$ cat src/rtl/xbar_unscramble.sv
// Inverse 3x3 byte crossbar: restores source lane order from the crossbar outputs
// and their select word, buffered through a small output FIFO; illegal selects are dropped and counted.
module xbar_unscramble #(
  parameter int unsigned W     = 8,
  parameter int unsigned DEPTH = 2
) (
  input  logic         clk,
  input  logic         rst,
  input  logic [W-1:0] d0,
  input  logic [W-1:0] d1,
  input  logic [W-1:0] d2,
  input  logic [5:0]   sel,
  input  logic         in_valid,
  output logic         in_ready,
  output logic [W-1:0] q0,
  output logic [W-1:0] q1,
  output logic [W-1:0] q2,
  output logic         out_valid,
  input  logic         out_ready,
  output logic         err,
  input  logic         err_clr,
  output logic [7:0]   err_cnt
);

  localparam int unsigned AW = $clog2(DEPTH);
  localparam int unsigned CW = AW + 1;

  logic [1:0]     s [3];
  logic [W-1:0]   d [3];
  logic [W-1:0]   lane [3];
  logic           legal;
  logic [3*W-1:0] word_d;

  logic [3*W-1:0] mem_q [DEPTH];
  logic [AW-1:0]  wr_ptr_q, wr_ptr_d;
  logic [AW-1:0]  rd_ptr_q, rd_ptr_d;
  logic [CW-1:0]  count_q, count_d;
  logic [3*W-1:0] hold_q, hold_d;
  logic           err_q, err_d;
  logic [7:0]     err_cnt_q, err_cnt_d;

  logic           full, empty, accept, push, pop;
  logic [3*W-1:0] head, q_word;

  assign s[0] = sel[1:0];
  assign s[1] = sel[3:2];
  assign s[2] = sel[5:4];
  assign d[0] = d0;
  assign d[1] = d1;
  assign d[2] = d2;

  // Only the six permutations of {0,1,2} are legal; lane k takes the input whose select is k.
  always_comb begin
    legal = (s[0] != 2'b11) && (s[1] != 2'b11) && (s[2] != 2'b11) &&
            (s[0] != s[1]) && (s[0] != s[2]) && (s[1] != s[2]);
    for (int unsigned k = 0; k < 3; k++) begin
      lane[k] = '0;
      for (int unsigned j = 0; j < 3; j++) begin
        if (s[j] == 2'(k)) lane[k] = d[j];
      end
    end
    word_d = {lane[2], lane[1], lane[0]};
  end

  assign full      = (count_q == CW'(DEPTH));
  assign empty     = (count_q == '0);
  assign in_ready  = !full;
  assign out_valid = !empty;
  assign accept    = in_valid && in_ready;
  assign push      = accept && legal;
  assign pop       = out_valid && out_ready;
  assign head      = mem_q[rd_ptr_q];

  // Once drained, the outputs keep showing the last popped word instead of a stale slot.
  assign q_word = empty ? hold_q : head;
  assign q0     = q_word[W-1:0];
  assign q1     = q_word[2*W-1:W];
  assign q2     = q_word[3*W-1:2*W];

  assign err     = err_q;
  assign err_cnt = err_cnt_q;

  always_comb begin
    wr_ptr_d  = wr_ptr_q;
    rd_ptr_d  = rd_ptr_q;
    count_d   = count_q;
    hold_d    = hold_q;
    err_d     = accept && !legal;
    err_cnt_d = err_cnt_q;

    if (push) wr_ptr_d = wr_ptr_q + 1'b1;
    if (pop) begin
      rd_ptr_d = rd_ptr_q + 1'b1;
      hold_d   = head;
    end
    case ({push, pop})
      2'b10:   count_d = count_q + 1'b1;
      2'b01:   count_d = count_q - 1'b1;
      default: count_d = count_q;
    endcase

    if (err_clr) begin
      err_cnt_d = '0;
    end else if (accept && !legal && (err_cnt_q != '1)) begin
      err_cnt_d = err_cnt_q + 1'b1;
    end
  end

  always_ff @(posedge clk or posedge rst) begin
    if (rst) begin
      wr_ptr_q  <= '0;
      rd_ptr_q  <= '0;
      count_q   <= '0;
      hold_q    <= '0;
      err_q     <= 1'b0;
      err_cnt_q <= '0;
    end else begin
      wr_ptr_q  <= wr_ptr_d;
      rd_ptr_q  <= rd_ptr_d;
      count_q   <= count_d;
      hold_q    <= hold_d;
      err_q     <= err_d;
      err_cnt_q <= err_cnt_d;
    end
  end

  always_ff @(posedge clk or posedge rst) begin
    if (rst) begin
      for (int unsigned i = 0; i < DEPTH; i++) mem_q[i] <= '0;
    end else if (push) begin
      mem_q[wr_ptr_q] <= word_d;
    end
  end

endmodule
$ cat config.mk
export PLATFORM = sky130hd
export DESIGN_NAME = xbar_unscramble
export DESIGN_NICKNAME = d
export VERILOG_FILES = /design/src/rtl/xbar_unscramble.sv
export SDC_FILE = /design/constraint.sdc
export NUM_CORES = 1
export LEC_CHECK = 0
export CELL_PAD_IN_SITES_DETAIL_PLACEMENT = 0
export CELL_PAD_IN_SITES_GLOBAL_PLACEMENT = 1
export CORE_UTILIZATION = 46
export CTS_BUF_LIST = sky130_fd_sc_hd__clkbuf_8
export DETAILED_ROUTE_END_ITERATION = 6
export PLACE_DENSITY = 0.93
export SETUP_SLACK_MARGIN = 0.2
export SLEW_MARGIN = 30
export SYNTH_ARGS = -nofsm -noshare
export SYNTH_HDL_FRONTEND = slang
export SYNTH_SLANG_ARGS = --single-unit
$ cat constraint.sdc
create_clock -name clk -period 4.64 [get_ports clk]
set_clock_uncertainty 0.1 [all_clocks]
set_input_delay 0.928 -clock clk [delete_from_list [all_inputs] [get_ports clk]]
set_output_delay 0.928 -clock clk [all_outputs]
set_load 0.03 [all_outputs]
==> summary.txt <==
SETUP PATH
------------------------------------------------------------------------------------------
Timing startpoint of the critical path                                            rd_ptr_q
Critical Path End                                                                    q0[5]
Highest net fanout along the worst path                                                 13
Worst setup EP type                                                           primary output
Worst reg-to-reg setup slack                                                       2.09 ns
Kind of start point of the critical path                                          register
Critical register-to-register path endpoint                                     count_q[1]
Critical path data arrival time                                                    2.71 ns
Number of cells traversed by the worst register-to-register path                         6
CP required                                                                        3.61 ns
Path type of the worst setup path                                             register to primary output
FF-to-FF Start                                                                  count_q[0]

PLACED DESIGN
------------------------------------------------------------------------------------------
Total half-perimeter wirelength after legalization and detailed placement          7277 um
Number of input and output port buffers inserted                                        69
Routability-driven placement congestion ratio                                       0.8271
Instance count after placement with tap cells included                                 611

CELLS AND AREA
------------------------------------------------------------------------------------------
Number of diodes                                                                         0
Share of layout cells above drive strength 1                                        7.831%
Core utilization of the finished layout                                             58.05%
Total Nets Final                                                                       530
Synth-to-Final Area Change                                                          22.17%
Filler-free cell count of the finished design                                          627

SYNTH
------------------------------------------------------------------------------------------
Synth cell types                                                                        40
Most area-hungry cell type in the Yosys netlist                               sky130_fd_sc_hd__dfrtp_1
Part of the Yosys area used for sequential elements                                 48.45%
Area share of the largest cell type after synthesis                                 48.45%
Summed instance area of the synthesized netlist                                  4390 um^2
Multiplexer fraction of the synthesized cell area                                   19.29%
Cells taking the most area after synthesis                                    sky130_fd_sc_hd__dfrtp_1 (48%), sky130_fd_sc_hd__mux2_1 (12%), sky130_fd_sc_hd__mux2i_1 (5.7%)
Share of synthesized registers carrying an async set or reset                       100.0%
Xor and xnor area share after synthesis                                             1.396%
Most common flop cell mapped by yosys                                         sky130_fd_sc_hd__dfrtp_1
Post-synth EDFFs                                                                         0
Count of yosys warnings during synthesis                                                 0
Combinational family with the most area after synthesis                       multiplexers
Synth Area in Simple Gates                                                          12.85%
Most frequent cell after synthesis                                            sky130_fd_sc_hd__dfrtp_1
Most used standard cells in the synthesized netlist                           sky130_fd_sc_hd__dfrtp_1 (85), sky130_fd_sc_hd__mux2_1 (48), sky130_fd_sc_hd__nor2_1 (44)
Synth Register Bits                                                                     85
Area fraction in compound gates after synthesis                                     14.16%
Per-instance average area after synthesis                                       10.09 um^2
Share of synthesized cell area in full adder, half adder and majority cells        0.5700%
Number of nets in the synthesized netlist                                              472
Post-Syn Instances                                                                     435

CLOCK TREE
------------------------------------------------------------------------------------------
# Post-CTS Setup Buffers                                                                 0
Cell chosen for the clock root                                                sky130_fd_sc_hd__clkbuf_8
Post-cts gate resize count                                                               0
Number of buffers inserted during clock tree synthesis                                   9
Clock tree buffer depth                                                                  2
CTS Sinks                                                                               85
Clock latency on the worst-skew pair                                               0.35 ns
Count of hold-fix buffers inserted at cts                                                0
Clk slew on worst S/H paths                                                        0.09 ns
Clock tree from TritonCTS                                                            built
H-Tree Depth                                                                             3

STA
------------------------------------------------------------------------------------------
Max Slew Vio Count                                                                       0
FMAX                                                                             267.8 MHz
Final setup violation count                                                              0
Hold WS                                                                          0.3849 ns
Max-Slew Margin vs Limit                                                            41.26%
Final sum of negative setup slack                                                     0 ns
Minimum period implied by the final worst setup slack                             3.734 ns
Setup repair after global routing missed its margin                                     no
Post-route clock period utilization                                                 80.47%
Hold violation total from the final report                                               0
Least-Margin Pin Slew                                                            0.8812 ns

GLOBAL ROUTE
------------------------------------------------------------------------------------------
All-Layer GR Usage                                                                  21.56%
Overall overflow remaining after global route                                            0
Global-route wire length before repair                                            16500 um
GR Layer Usage met3                                                                 4.076%
Met1 layer usage reported by global route                                           30.23%
Global route hottest layer                                                            met2
Met2 global-route usage                                                             32.68%
Pin count of the biggest net entering global routing                                    51
Via count of the first global-routing pass                                            3280
Antenna violations before repair                                                         0

FLOORPLAN
------------------------------------------------------------------------------------------
Number of top-level pins                                                                70
Die width                                                                         99.70 um
Row count                                                                               35
Die span in y                                                                     99.70 um
Area of the die                                                                  9939 um^2
Effective utilization at floorplan                                                  47.52%
Core region area                                                                 9240 um^2

DRT
------------------------------------------------------------------------------------------
Routed wirelength normalized by instance count                                    16.02 um
First drt pass iteration count                                                           5
Post-detailed-routing wire length                                                 10050 um
Post-detailed-route via-to-cell ratio                                                5.470
Drt initial violations                                                                 223
Total number of vias                                                                  3430
Number of antenna-violating nets in the routed design                                    0
DRC errors left                                                                          0

PWR
------------------------------------------------------------------------------------------
Relative contribution of the clock network to total power                            14.5%
Total power of the final layout                                                   3.323 mW
Net switching component of the power                                              1.405 mW
Power share of the combinational group                                               50.1%
Internal power of the cells                                                       1.917 mW
Peak supply drop                                                               0.0002335 V
Leak Pwr                                                                          2.421 nW
Power density cells                                                           619.4 nW/um^2
Switching share of power                                                            42.29%
Register share of total power                                                        35.4%

HOLD PATH
------------------------------------------------------------------------------------------
Worst hold path depth                                                                    2
Worst Hold Class                                                              register to register

RUN STATUS
------------------------------------------------------------------------------------------
Status                                                                        complete, no violations

RUN
------------------------------------------------------------------------------------------
Count of maximum capacitance violations                                                  0

==> cells by family after synthesis <==
kind of cell	after synthesis
AOI/OAI and AO/OA	106
and+or+nand+nor	123
muxes	78
xor gates and xnor gates	7
DFF	85
buffers and inverters	34
adders and majority gates	2
==> registers in the layout, indices dropped and copies added, names as in the netlist <==
| register | cells |
|---|---|
| mem_q | 48 |
| hold_q | 24 |
| err_cnt | 8 |
| count_q | 2 |
| err | 1 |
| rd_ptr_q | 1 |
| wr_ptr_q | 1 |
==> metrics by stage <==
stage / cell area, um^2 / setup WS [ns]
3_3_place_gp: 5171 / 1.151
3_5_place_dp: 5171 / 1.048
2_1_floorplan: 4390 / 1.419
6_report: 5364 / 0.9061
5_1_grt: 5364 / 0.7938
4_1_cts: 5354 / 0.9038
==> worst min path at each step <==
stage / from / end / slack (ns)
floorplan: hold_q[0] / hold_q[0] / 0.35
global placement: hold_q[3] / hold_q[3] / 0.36
detailed placement: hold_q[18] / hold_q[18] / 0.37
CTS: hold_q[23] / hold_q[23] / 0.39
global route: mem_q[18] / mem_q[18] / 0.41
finish: hold_q[23] / hold_q[23] / 0.38
==> per-layer routing <==
metal | vias to the layer above | part of all wire [%]
met1 | 1645 | 47
met3 | 23 | 5.2
met5 | - | 0
met4 | 0 | 2.3
li1 | 1645 | -
met2 | 117 | 45
==> power groups by stage <==
stage               sequential [mW]  combinational (mW)  clock (mW)
finish                         1.18                1.66       0.481
global route                   1.21                1.80       0.524
CTS                            1.18                1.67       0.496
detailed placement             1.19                1.67           0
global placement               1.17                1.64           0
floorplan                      1.13                1.11           0
==> area by class of cell <==
class / count / area, um^2
flip-flops and latches: 85 / 2127
multi-input cells: 316 / 2130
clock inverters: 7 / 58.81
fillers: 806 / 3876
well taps: 129 / 161.4
inverters: 5 / 20.02
clock buffers: 9 / 123.9
repair buffers: 76 / 743.2
==> critical path, stage by stage, from the launching register on <==
cell and delay (ns):
sky130_fd_sc_hd__dfrtp_1 0.80, sky130_fd_sc_hd__buf_4 0.38, sky130_fd_sc_hd__mux2i_1 0.38, sky130_fd_sc_hd__a21oi_1 0.13, sky130_fd_sc_hd__clkdlybuf4s50_1 0.64
==> placed cells by master, fill, tap and decap left out, drive strengths merged, types with 2 or more instances in the layout <==
| cell | n |
|---|---|
| a21oi | 35 |
| a22oi | 25 |
| buf | 7 |
| clkbuf | 9 |
| clkdlybuf4s50 | 69 |
| clkinv | 4 |
| dfrtp | 85 |
| ha | 2 |
| inv | 7 |
| mux2 | 53 |
| mux2i | 25 |
| nand2 | 43 |
| nand2b | 5 |
| nand3 | 4 |
| nand4 | 2 |
| nor2 | 44 |
| nor2b | 9 |
| nor3 | 3 |
| nor3b | 2 |
| nor4 | 2 |
| o21ai | 41 |
| or2 | 3 |
| xnor2 | 5 |
| xor2 | 2 |
No activity file was read; power rests on OpenSTA's default activity.
